**src/rtl/mem_arb_pkg.sv**
```systemverilog
// Shared types and constants for the two-port memory arbiter.
package mem_arb_pkg;

    // Width of the latency and starvation counters (legal limits 1..15)
    localparam int CNT_W = 4;

    typedef logic [CNT_W-1:0] cnt_t;

    // Arbiter sequencing states
    typedef enum logic [1:0] {
        ARB_IDLE   = 2'd0,
        ARB_ACCESS = 2'd1,
        ARB_DONE   = 2'd2
    } arb_state_t;

    // Which requester owns the access in flight
    typedef enum logic {
        OWN_I = 1'b0,
        OWN_D = 1'b1
    } owner_t;

    // Narrow an integer parameter to the counter width
    function automatic cnt_t to_cnt(input int value);
        return cnt_t'(value);
    endfunction

endpackage

```
**src/rtl/arb_sat_counter.sv**
```systemverilog
// Small saturating up-counter with synchronous clear; the count parks at
// 'limit' until cleared. Used for both the fetch starvation guard and the
// memory read latency timer.
module arb_sat_counter
    import mem_arb_pkg::*;
(
    input  logic clk,
    input  logic rst_n,
    input  logic clear,
    input  logic inc,
    input  cnt_t limit,
    output cnt_t count
);

    // Clear wins over increment; increment stops once the limit is reached
    always_ff @(posedge clk or negedge rst_n) begin
        if (!rst_n) begin
            count <= '0;
        end else if (clear) begin
            count <= '0;
        end else if (inc && (count != limit)) begin
            count <= count + cnt_t'(1);
        end
    end

endmodule

```
**src/rtl/mem_port_arbiter.sv**
```systemverilog
// Shares one fixed-latency single-ported memory between instruction fetch
// (I port) and load/store (D port). Data accesses win arbitration unless
// fetch has lost STARVE_MAX times in a row. Each access runs
// IDLE -> ACCESS -> DONE, so there is always at least one idle cycle
// between grants. All outputs come straight from registers.
module mem_port_arbiter
    import mem_arb_pkg::*;
#(
    parameter int ADDR_W     = 64,
    parameter int DATA_W     = 64,
    parameter int MEM_LAT    = 2,
    parameter int STARVE_MAX = 4
) (
    input  logic              CLK,
    input  logic              RST,
    input  logic              i_req,
    input  logic [ADDR_W-1:0] i_addr,
    output logic              i_gnt,
    output logic              i_done,
    output logic [DATA_W-1:0] i_rdata,
    input  logic              d_req,
    input  logic              d_we,
    input  logic [ADDR_W-1:0] d_addr,
    input  logic [DATA_W-1:0] d_wdata,
    output logic              d_gnt,
    output logic              d_done,
    output logic [DATA_W-1:0] d_rdata,
    output logic [ADDR_W-1:0] mem_addr,
    output logic [DATA_W-1:0] mem_wdata,
    output logic              mem_wr,
    input  logic [DATA_W-1:0] mem_rdata,
    output logic              busy
);

    // Read completes at the end of the MEM_LAT-th ACCESS cycle; the
    // latency counter starts at 0 in the first ACCESS cycle.
    localparam cnt_t LAT_LAST     = to_cnt(MEM_LAT - 1);
    localparam cnt_t STARVE_LIMIT = to_cnt(STARVE_MAX);

    arb_state_t state;
    owner_t     owner;
    logic       is_write;

    cnt_t       starve_cnt;
    cnt_t       lat_cnt;

    logic       grant_i;
    logic       grant_d;
    logic       fetch_lost;
    logic       access_end;
    logic       lat_clear;
    logic       lat_inc;

    // Arbitration and access-completion decisions for the current cycle
    always_comb begin
        grant_i    = 1'b0;
        grant_d    = 1'b0;
        if (state == ARB_IDLE) begin
            if (i_req && (!d_req || (starve_cnt == STARVE_LIMIT))) begin
                grant_i = 1'b1;
            end else if (d_req) begin
                grant_d = 1'b1;
            end
        end
        fetch_lost = grant_d && i_req;
        access_end = (state == ARB_ACCESS) && (is_write || (lat_cnt == LAT_LAST));
        lat_clear  = (state != ARB_ACCESS);
        lat_inc    = (state == ARB_ACCESS) && !is_write;
    end

    // Counts consecutive arbitrations fetch lost while requesting
    arb_sat_counter u_starve_cnt (
        .clk   (CLK),
        .rst_n (RST),
        .clear (grant_i),
        .inc   (fetch_lost),
        .limit (STARVE_LIMIT),
        .count (starve_cnt)
    );

    // Counts cycles spent waiting for read data in ACCESS
    arb_sat_counter u_lat_cnt (
        .clk   (CLK),
        .rst_n (RST),
        .clear (lat_clear),
        .inc   (lat_inc),
        .limit (LAT_LAST),
        .count (lat_cnt)
    );

    // Sequencer: latches the winning request and produces the one-cycle
    // gnt, mem_wr and done pulses; busy tracks the next state
    always_ff @(posedge CLK or negedge RST) begin
        if (!RST) begin
            state     <= ARB_IDLE;
            owner     <= OWN_I;
            is_write  <= 1'b0;
            i_gnt     <= 1'b0;
            d_gnt     <= 1'b0;
            i_done    <= 1'b0;
            d_done    <= 1'b0;
            mem_wr    <= 1'b0;
            mem_addr  <= '0;
            mem_wdata <= '0;
            busy      <= 1'b0;
        end else begin
            i_gnt  <= 1'b0;
            d_gnt  <= 1'b0;
            i_done <= 1'b0;
            d_done <= 1'b0;
            mem_wr <= 1'b0;
            case (state)
                ARB_IDLE: begin
                    if (grant_i) begin
                        state    <= ARB_ACCESS;
                        owner    <= OWN_I;
                        is_write <= 1'b0;
                        mem_addr <= i_addr;
                        i_gnt    <= 1'b1;
                        busy     <= 1'b1;
                    end else if (grant_d) begin
                        state     <= ARB_ACCESS;
                        owner     <= OWN_D;
                        is_write  <= d_we;
                        mem_addr  <= d_addr;
                        mem_wdata <= d_wdata;
                        mem_wr    <= d_we;
                        d_gnt     <= 1'b1;
                        busy      <= 1'b1;
                    end
                end
                ARB_ACCESS: begin
                    if (access_end) begin
                        state <= ARB_DONE;
                        if (owner == OWN_I) begin
                            i_done <= 1'b1;
                        end else begin
                            d_done <= 1'b1;
                        end
                    end
                end
                ARB_DONE: begin
                    state <= ARB_IDLE;
                    busy  <= 1'b0;
                end
                default: begin
                    state <= ARB_IDLE;
                    busy  <= 1'b0;
                end
            endcase
        end
    end

    // Captures read data into the owner's register only; the other port's
    // read data is left untouched
    always_ff @(posedge CLK or negedge RST) begin
        if (!RST) begin
            i_rdata <= '0;
            d_rdata <= '0;
        end else if (access_end && !is_write) begin
            if (owner == OWN_I) begin
                i_rdata <= mem_rdata;
            end else begin
                d_rdata <= mem_rdata;
            end
        end
    end

endmodule
```
**config.mk**
```make
export PLATFORM = sky130hd
export DESIGN_NAME = mem_port_arbiter
export DESIGN_NICKNAME = d
export VERILOG_FILES = /design/src/rtl/mem_arb_pkg.sv /design/src/rtl/arb_sat_counter.sv /design/src/rtl/mem_port_arbiter.sv
export SDC_FILE = /design/constraint.sdc
export NUM_CORES = 1
export LEC_CHECK = 0
export ABC_CLOCK_PERIOD_IN_PS = 5500
export BUFFER_PORTS_ARGS = -buffer_cell sky130_fd_sc_hd__buf_2
export CAP_MARGIN = 5
export CORE_AREA = 5 5 201 203
export DETAILED_ROUTE_END_ITERATION = 8
export DIE_AREA = 0 0 206 208
export SYNTH_ARGS = -nofsm -noshare
export SYNTH_HDL_FRONTEND = slang
export SYNTH_SLANG_ARGS = --single-unit
```
**constraint.sdc**
```tcl
create_clock -name CLK -period 5.5 [get_ports CLK]
set_clock_uncertainty 0.2 [all_clocks]
set_input_delay 1.1 -clock CLK [delete_from_list [all_inputs] [get_ports CLK]]
set_output_delay 1.1 -clock CLK [all_outputs]
set_load 0.01 [all_outputs]
```
==> impl_metrics.env <==
export IMPL_root_buffer="clkbuf_16"
export IMPL_crit_path_start="state[0]"
export IMPL_synth_edff_count=0
export IMPL_status="finished, final reports clean"
export IMPL_placed_cells=1711
export IMPL_detailedRoute_firstPassIterationCount=4
export IMPL_grt_pass1_vias=8628
export IMPL_final_common_cell="buf_2"
export IMPL_worst_pin_slew_ns=1.18
export IMPL_use_met2_pct=26.7
export IMPL_finalWorstSetupSlack_ns=2.25
export IMPL_insertion_delay_ns=0.55
export IMPL_dpl_hpwl_microns=26300
export IMPL_ys_seq_area_share_pct=61.5
export IMPL_grt_pass1_wl_microns=51900
export IMPL_cp_common_cell="buf_4"
export IMPL_syn_area_sq_um=11100
export IMPL_cts_sinks=274
export IMPL_cts_clk_slew_worst_paths_ns=0.06
export IMPL_avgSynthCellArea_sq_um=15.7
export IMPL_busiest_layer="met2"
export IMPL_synth_cell_types=43
export IMPL_grt_max_degree=117
export IMPL_finalMaxSlewViolations=0
export IMPL_hold_violations=0
export IMPL_via_per_inst=4.54
export IMPL_fp_dieW_microns=206
export IMPL_fp_row_count=72
export IMPL_p_total_mw=9.18
export IMPL_ios=523
export IMPL_numCtsBuffers=30
export IMPL_cap_viol_max_count=0
export IMPL_final_cells=1774
export IMPL_cts_hold_buf=0
export IMPL_die_height_microns=208
export IMPL_maxSlewHeadroom_pct=21.4
export IMPL_slowest_delay_ns=0.69
export IMPL_cts_setup_buffers=0
export IMPL_synthCells=709
export IMPL_powerDensity_nw_per_um2=606
export IMPL_drtIter0Drc=288
export IMPL_wl_microns=34700
export IMPL_reg2reg_from="state[0]"
export IMPL_max_freq_mhz=308
export IMPL_drtAntennaViolNets=0
export IMPL_initial_core_util_pct=29.1
export IMPL_gp_congestion=0.798
export IMPL_critical_path_class="reg2reg"
export IMPL_final_nets=1490
export IMPL_drcViolationCount=0
export IMPL_area_growth_pct=36.0
export IMPL_antenna_found_initial=10
export IMPL_grt_ovfl_total=0
export IMPL_wl_per_cell_microns=19.5
export IMPL_layout_drive_gt1_share_pct=61.4
export IMPL_synth_seq_cells=274
export IMPL_tritoncts="yes"
export IMPL_finalSetupTns_ns=0
export IMPL_cp_slowest_cell="inv_4"
export IMPL_setup_viol=0
export IMPL_path_cells="nor2_4 > buf_4 > nand3_1 > inv_4 > buf_4 > mux2_2"
export IMPL_whs_ns=0.287
export IMPL_worstSetupStartpointType="register"
export IMPL_ir_drop_mv=0.287
export IMPL_period_needed_ns=3.25
export IMPL_ys_warn_count=0
export IMPL_syn_nets=974
export IMPL_postCtsResizedCells=0
export IMPL_async_flop_share_pct=100
export IMPL_htree_levels=1
export IMPL_min_path_type="reg2reg"
export IMPL_layout_common_cells="buf_2, dfrtp_1, mux2_2, a21boi_0, a221o_1"
export IMPL_grt_usage_pct=15.3
export IMPL_synth_ff_type="dfrtp_1"
export IMPL_grtUsageMet3_pct=5.26
export IMPL_critPathCaptureType="register"
export IMPL_period_share_pct=59.1
export IMPL_rsz0062_at_grt="no"
export IMPL_met1_usage_pct=17.6
export IMPL_cts_buffer_depth=3
export IMPL_vias=8047
export IMPL_coreArea_sq_um=38300
export IMPL_cp_max_fo=72
export IMPL_cp_arrival_ns=3.47
export IMPL_pre_cts_slack_ns=2.09
export IMPL_p_leak_nw=7.52
export IMPL_portBuffers=522
export IMPL_crit_required_ns=5.72
export IMPL_die_area_sq_um=42800
export IMPL_min_from="i_rdata[37]"
[metal layers]
| layer | share of wire, % | wire length (microns) |
|---|---|---|
| met3 | 10 | 3490 |
| met4 | 2.8 | 979 |
| met2 | 49 | 17000 |
| met5 | 0.14 | 47 |
| met1 | 38 | 13100 |
[cell type report]
class / count / area (sq um)
clock inverters: 8 / 43.8
clock buffers: 48 / 900
flip-flops and latches: 274 / 6860
repair buffers: 533 / 2720
multi-input cells: 378 / 3930
fillers: 3691 / 23100
diodes: 7 / 17.5
well taps: 518 / 648
inverters: 8 / 32.5
[metrics by stage]
step | cell area, sq um | util, %
after floorplan | 11100 | -
after global placement | 14200 | 37.1
after detailed placement | 14200 | 37.1
after CTS | 15100 | 39.5
after global routing | 15100 | 39.5
final | 15100 | 39.6
[critical path: cells and delay by family, from the launching register on]
family        cells  cell delay [ns]
buf+inv           3             1.59
flops             1             0.46
mux               1             0.37
simple gates      2             0.43
[sequential cells by signal (all words and copies together) (netlist names)]
register / cells
i_gnt: 1
state: 2
u_lat_cnt.count: 4
mem_wdata: 64
mem_wr: 1
d_gnt: 1
u_starve_cnt.count: 4
busy: 1
i_done: 1
mem_addr: 64
d_done: 1
is_write: 1
d_rdata: 64
owner: 1
i_rdata: 64
[power breakdown]
part           internal, mW  switching [mW]  leakage [nW]
sequential             3.02           0.551          3.27
combinational          1.89            1.81          3.78
clock                  1.11           0.788         0.470
[cell families (layout without fill, tap and decap cells)]
group,after synthesis,count (layout),synth area share (%)
mux,193,193,21.5
buf+inv,57,597,3.28
compound gates,142,142,10.9
simple gates,38,38,2.21
xor+xnor,1,1,0.0786
other cells,0,7,0
flops,274,274,61.5
fa+ha+maj,4,4,0.449
[worst paths after layout]
| kind | end | slack [ns] | depth (start not counted) |
|---|---|---|---|
| worst max register to register | mem_wdata[15] | 2.25 | 6 |
| worst max-delay path | mem_wdata[15] | 2.25 | 6 |
| worst min register to register | i_rdata[37] | 0.29 | 1 |
| worst min-delay path | i_rdata[37] | 0.29 | 1 |
| max in group asynchronous | mem_addr[63] | 3.58 | 2 |
| min in group asynchronous | d_rdata[61] | 0.42 | 1 |
[synthesized netlist by cell type (all sizes together) (3+ instances only)]
master / count / area [sq um]
nand2b: 4 / 25.0
o21ai: 3 / 15.0
a21oi: 5 / 28.8
a21boi: 64 / 480
mux2: 192 / 2390
clkbuf: 15 / 56.3
nand3: 5 / 37.5
buf: 34 / 279
a221o: 64 / 641
inv: 8 / 30.0
nor2: 7 / 26.3
ha: 4 / 50.1
dfrtp: 274 / 6860
nand2: 7 / 26.3
(Power assumes the default switching activity.)
